## config.mk

```make
export PLATFORM = sky130hd
export DESIGN_NAME = pixel_rx_decoder
export DESIGN_NICKNAME = d
export VERILOG_FILES = /design/src/rtl/pixel_rx_decoder.sv
export SDC_FILE = /design/constraint.sdc
export NUM_CORES = 1
export LEC_CHECK = 0
export ABC_CLOCK_PERIOD_IN_PS = 1700
export BUFFER_PORTS_ARGS = -buffer_cell sky130_fd_sc_hd__buf_2
export CAP_MARGIN = 20
export CORE_MARGIN = 3
export CORE_UTILIZATION = 50
export DETAILED_ROUTE_END_ITERATION = 12
export HOLD_SLACK_MARGIN = 0.08
export MAX_ROUTING_LAYER = met4
export PLACE_DENSITY = 0.73
export SYNTH_ARGS = -nofsm -noshare
export SYNTH_HDL_FRONTEND = slang
export SYNTH_SLANG_ARGS = --single-unit
```

## constraint.sdc

```tcl
create_clock -name CLK -period 1.7 [get_ports CLK]
set_input_delay 0 -clock CLK [delete_from_list [all_inputs] [get_ports CLK]]
set_output_delay 0 -clock CLK [all_outputs]
set_load 0.01 [all_outputs]
```

## src/rtl/pixel_rx_decoder.sv

```systemverilog
// WS2812-style single-wire receiver: pulse-width bit decode into GRB pixel words, latch-gap framing.
// Optional macro PIXEL_RX_FILTER_EN inserts a 3-sample majority filter after the synchroniser.
module pixel_rx_decoder #(
  parameter int HIGH_THRESH_CYC = 7,
  parameter int MIN_HIGH_CYC    = 2,
  parameter int MAX_HIGH_CYC    = 14,
  parameter int RESET_LOW_CYC   = 600,
  parameter int BITS_PER_PIXEL  = 24
) (
  input  logic                      CLK,
  input  logic                      RSTN,
  input  logic                      d_in,
  output logic [BITS_PER_PIXEL-1:0] pixel_data,
  output logic                      pixel_valid,
  output logic                      frame_end,
  output logic [15:0]               pixel_count,
  output logic                      err
);

  localparam int LCW = $clog2(RESET_LOW_CYC + 1);
  localparam int HCW = $clog2(MAX_HIGH_CYC + 2);
  localparam int BCW = $clog2(BITS_PER_PIXEL + 1);

  localparam logic [LCW-1:0] LOW_GAP  = LCW'(RESET_LOW_CYC);
  localparam logic [LCW-1:0] LOW_LAST = LCW'(RESET_LOW_CYC - 1);
  localparam logic [LCW-1:0] LOW_ONE  = LCW'(1);
  localparam logic [HCW-1:0] H_ONE    = HCW'(1);
  localparam logic [HCW-1:0] H_MIN    = HCW'(MIN_HIGH_CYC);
  localparam logic [HCW-1:0] H_THR    = HCW'(HIGH_THRESH_CYC);
  localparam logic [HCW-1:0] H_MAX    = HCW'(MAX_HIGH_CYC);
  localparam logic [HCW-1:0] H_SAT    = HCW'(MAX_HIGH_CYC + 1);
  localparam logic [BCW-1:0] B_ONE    = BCW'(1);
  localparam logic [BCW-1:0] B_LAST   = BCW'(BITS_PER_PIXEL - 1);

  typedef enum logic [1:0] {
    S_SYNC = 2'd0,
    S_LOW  = 2'd1,
    S_HIGH = 2'd2
  } state_t;

  logic r_s1;
  logic r_s2;
  logic w_line;
  logic w_bit;

  always_ff @(posedge CLK) begin
    if (!RSTN) begin
      r_s1 <= 1'b0;
      r_s2 <= 1'b0;
    end else begin
      r_s1 <= d_in;
      r_s2 <= r_s1;
    end
  end

`ifdef PIXEL_RX_FILTER_EN
  logic r_h1;
  logic r_h2;
  logic r_filt;

  // Majority of three consecutive samples, registered: one-sample glitches never win the vote.
  always_ff @(posedge CLK) begin
    if (!RSTN) begin
      r_h1   <= 1'b0;
      r_h2   <= 1'b0;
      r_filt <= 1'b0;
    end else begin
      r_h1   <= r_s2;
      r_h2   <= r_h1;
      r_filt <= (r_s2 & r_h1) | (r_s2 & r_h2) | (r_h1 & r_h2);
    end
  end

  assign w_line = r_filt;
`else
  assign w_line = r_s2;
`endif

  state_t                    r_state;
  logic [LCW-1:0]            r_low_cnt;
  logic [HCW-1:0]            r_high_cnt;
  logic [BCW-1:0]            r_bit_cnt;
  logic [BITS_PER_PIXEL-1:0] r_shift;
  logic                      r_word_done;
  logic [BITS_PER_PIXEL-1:0] r_pixel_data;
  logic                      r_pixel_valid;
  logic                      r_frame_end;
  logic [15:0]               r_pixel_count;
  logic                      r_err;

  assign w_bit = (r_high_cnt >= H_THR);

  always_ff @(posedge CLK) begin
    if (!RSTN) begin
      r_state       <= S_SYNC;
      r_low_cnt     <= '0;
      r_high_cnt    <= '0;
      r_bit_cnt     <= '0;
      r_shift       <= '0;
      r_word_done   <= 1'b0;
      r_pixel_data  <= '0;
      r_pixel_valid <= 1'b0;
      r_frame_end   <= 1'b0;
      r_pixel_count <= '0;
      r_err         <= 1'b0;
    end else begin
      r_err         <= 1'b0;
      r_frame_end   <= 1'b0;
      r_pixel_valid <= 1'b0;
      r_word_done   <= 1'b0;

      // Word publication trails the final falling edge by one cycle.
      if (r_word_done) begin
        r_pixel_data  <= r_shift;
        r_pixel_valid <= 1'b1;
      end

      // Clearing one cycle after frame_end lets a coincident increment land first.
      if (r_frame_end) begin
        r_pixel_count <= '0;
      end else if (r_word_done && (r_pixel_count != 16'hFFFF)) begin
        r_pixel_count <= r_pixel_count + 16'd1;
      end

      case (r_state)
        S_SYNC: begin
          if (w_line) begin
            r_low_cnt <= '0;
          end else if (r_low_cnt == LOW_LAST) begin
            r_low_cnt <= LOW_GAP;
            r_state   <= S_LOW;
          end else begin
            r_low_cnt <= r_low_cnt + LOW_ONE;
          end
        end

        S_LOW: begin
          if (w_line) begin
            r_high_cnt <= H_ONE;
            r_state    <= S_HIGH;
          end else if (r_low_cnt == LOW_LAST) begin
            r_low_cnt   <= LOW_GAP;
            r_frame_end <= 1'b1;
            if (r_bit_cnt != '0) begin
              r_err     <= 1'b1;
              r_bit_cnt <= '0;
              r_shift   <= '0;
            end
          end else if (r_low_cnt != LOW_GAP) begin
            r_low_cnt <= r_low_cnt + LOW_ONE;
          end
        end

        S_HIGH: begin
          if (w_line) begin
            if (r_high_cnt >= H_MAX) begin
              r_high_cnt <= H_SAT;
              r_err      <= 1'b1;
              r_bit_cnt  <= '0;
              r_shift    <= '0;
              r_low_cnt  <= '0;
              r_state    <= S_SYNC;
            end else begin
              r_high_cnt <= r_high_cnt + H_ONE;
            end
          end else begin
            r_low_cnt <= LOW_ONE;
            r_state   <= S_LOW;
            if (r_high_cnt < H_MIN) begin
              r_err <= 1'b1;
            end else begin
              r_shift <= {r_shift[BITS_PER_PIXEL-2:0], w_bit};
              if (r_bit_cnt == B_LAST) begin
                r_bit_cnt   <= '0;
                r_word_done <= 1'b1;
              end else begin
                r_bit_cnt <= r_bit_cnt + B_ONE;
              end
            end
          end
        end

        default: begin
          r_state <= S_SYNC;
        end
      endcase
    end
  end

  assign pixel_data  = r_pixel_data;
  assign pixel_valid = r_pixel_valid;
  assign frame_end   = r_frame_end;
  assign pixel_count = r_pixel_count;
  assign err         = r_err;

endmodule
```

==> results.toml <==
[global_route]
grt_use_met3 = 0.0346
grt_max_degree = 27
grt_use_met1 = 0.260
grt.total_usage = 0.206
grt.met2_usage = 0.335
overflow = 0
grt_first_pass_wirelength_um = 16000
grt_pass1_vias = 3398
busiest_layer = "met2"
antenna_found_initial = 0

[clock_tree]
h-tree-depth = 3
clkLatencyLatePin_ns = 0.37
numCtsBuffers = 9
cts_tree = "yes"
clk_pin_slew_ns = 0.10
ctsRootBufferMaster = "clkbuf_8"
clk_path_buf_depth = 2
cts_sinks = 91

[power]
power.density_cell_area_mw_per_mm2 = 690
pwr-share-clk = 0.395
combPwrFrac = 0.032
fin_total_pwr_mw = 3.74
internal-power_mw = 2.77
switchingPower_uw = 965
ir_worst_vdd_uv = 331
swShare = 0.258
seqPwrFrac = 0.574
power_leakage_nw = 2.12

[timing]
rsz0062_at_grt = "true"
worstMarginPinSlew_ns = 0.601
finalHoldViolCount = 0
fin_worst_skew_ns = 0.0122
maxSlewViolCount = 0
fin_crit_sh = 1.10
setup_slack_ns = -0.174
slew-limit-headroom = 0.599
setup_viol = 33
post-route-min-period_ns = 1.87
fmax_mhz = 534

[placed_design]
dp.cells = 641
gp_congestion = 0.901
place_ws_ns = -0.147
hpwl_um = 6450
io_buffers = 45

[run_status]
status = "finished, violations left"
violations = "negative setup slack"

[yosys]
syn_area_mm2 = 0.00413
synthMostInstantiatedCell = "dfxtp_1"
ys.flop_type = "dfxtp_1"
syn-instance-count = 467
ys_ff_latch = 91
synthXorXnorAreaFrac = 0.0254
synthArstFlopShare = 0
syn_nets = 481
synth_commonest_cells = "91 x dfxtp_1, 51 x nand2_1, 36 x nand3_1, 30 x nor2_1, 30 x nor2b_1"
ys_top_cells_by_area = "dfxtp_1 44%, mux2i_1 6.8%, nand2_1 4.6%"
synth_edf_count = 0
synth_top_area_share = 0.441
yosys_warnings = 0
avgSynthCellArea_um2 = 8.85
synth.distinct_cells = 52
synth_compound_gate_area_share = 0.131
synth_adder_area_share = 0.0333
synthSimpleGateAreaFrac = 0.260
synth_mux_area_frac = 0.0678
synth_top_area_cell = "dfxtp_1"
synth_seq_area_share = 0.441
synth_top_family_by_area = "simple AND/OR/NAND/NOR gates"

[worst_setup_path]
worstSetupPathType = "reg -> reg"
rr_startpoint = "r_bit_cnt[1]"
crit_chain = "inv_2 > ha_4 > or4b_4 > nand4_1 > a2111oi_4 > buf_12 > nor4b_4 > o21a_1"
start_kind = "flip-flop"
critPathMaxStageDelay_ns = 0.40
arrival_ns = 2.19
cp_slowest_cell = "a2111oi_4"
critPathLaunch = "r_bit_cnt[1]"
cp.required_ns = 2.02
crit_fanout = 14
crit_path_end_kind = "flip-flop"

[die]
die_area_mm2 = 0.00939
ios = 46
initial_core_util = 0.524
coreArea_mm2 = 0.00789
num_rows = 32
die_w_um = 96.9
dieHeight_um = 96.9

[finish]
drive_gt1_frac = 0.333
final_cells = 667
antenna_cells = 0
synthToLayoutAreaGrowth_pct = 31.1
nets = 574

[drt]
vias = 3672
vias_per_cell = 5.51
drtIter0Drc = 187
drc = 0
firstDrtPassIters = 4
wirelength_um = 9770
antenna_left = 0
routedWlPerCell_um = 14.7

[min_path]
holdCritPathClass = "in -> reg"
hp-start = "RSTN"

[job]
drv_cap = 0
==> registers in the layout (all words and copies together), names as in the netlist <==
name	cells
pixel_data	24
r_shift	24
pixel_count	16
r_low_cnt	10
r_bit_cnt	5
r_high_cnt	4
r_state	2
err	1
frame_end	1
pixel_valid	1
r_s1	1
r_s2	1
r_word_done	1
==> logic make-up after synthesis <==
family | after synthesis
simple gates | 202
flops | 91
fa+ha+maj | 11
xor+xnor | 12
mux | 28
buf+inv | 38
compound gates | 85
==> final timing paths <==
check	end	slack [ns]	cells after the start
setup / recovery	r_bit_cnt[3]	-0.17	8
hold / removal	r_low_cnt[9]	0.1	2
setup reg to reg	r_bit_cnt[3]	-0.17	8
hold reg to reg	r_s2	0.45	1
==> repair_timing <==
action,CTS,global route
pin swaps,6,10
hold buffers,1,0
cloned,1,0
setup endpoints to repair,41,44
setup buffers,2,6
hold endpoints to repair,1,0
resized for setup,17,36
==> through the flow <==
| stage | setup TNS, ns | util | area, µm² | hold slack [ns] |
|---|---|---|---|---|
| after detailed placement | -3.99 | 0.627 | 4940 | 0.210 |
| after CTS | -3.62 | 0.665 | 5240 | 0.0824 |
| after floorplan | -0.423 | - | 4270 | 0.127 |
| after global routing | -7.37 | 0.687 | 5420 | 0.119 |
| final | -4.43 | 0.687 | 5420 | 0.0984 |
| after global placement | -2.12 | 0.627 | 4940 | 0.208 |
==> critical path: cells and delay by family, from the launching register on <==
kind                       cells  cell delay (ns)
AOI/OAI and AO/OA              2             0.53
adders and majority gates      1             0.14
and+or+nand+nor                3             0.55
DFF                            1             0.35
buffers and inverters          2             0.26
==> layout make-up <==
cell class | instances | area, µm²
fill | 618 | 2470
multi-input combinational | 338 | 2410
sequential | 91 | 1840
timing repair buffer | 110 | 790
tap | 102 | 128
clock buffer | 9 | 124
clock inverter | 7 | 76.3
inverter | 10 | 42.5
==> placed cells by master (no fill, tap or decap), types with 11 or more instances in the layout <==
cell and n:
nor2b_1 30, mux2i_1 27, buf_4 56, nand3_2 12
a21oi_1 11, buf_2 45, nor2_1 29, xor2_1 11
nand3_1 24, dfxtp_1 78, o21ai_0 11, nand2_1 49
o21ai_1 25, dfxtp_2 11
==> power groups by stage <==
stage,Clock [mW],Sequential [mW],Combinational [mW]
global route,1.59,2.14,0.130
floorplan,0,2.20,0.0653
detailed placement,0,2.19,0.106
global placement,0,2.19,0.104
finish,1.47,2.14,0.118
CTS,1.50,2.14,0.108
==> per-layer routing <==
layer | routed length (µm) | share of wire | vias to the layer above
met2 | 4730 | 0.48 | 79
li1 | - | - | 1833
met1 | 4530 | 0.46 | 1741
met5 | 0 | 0 | -
met4 | 156 | 0.016 | 0
met3 | 352 | 0.036 | 19
Note: power is estimated with default switching activity, not from simulation.
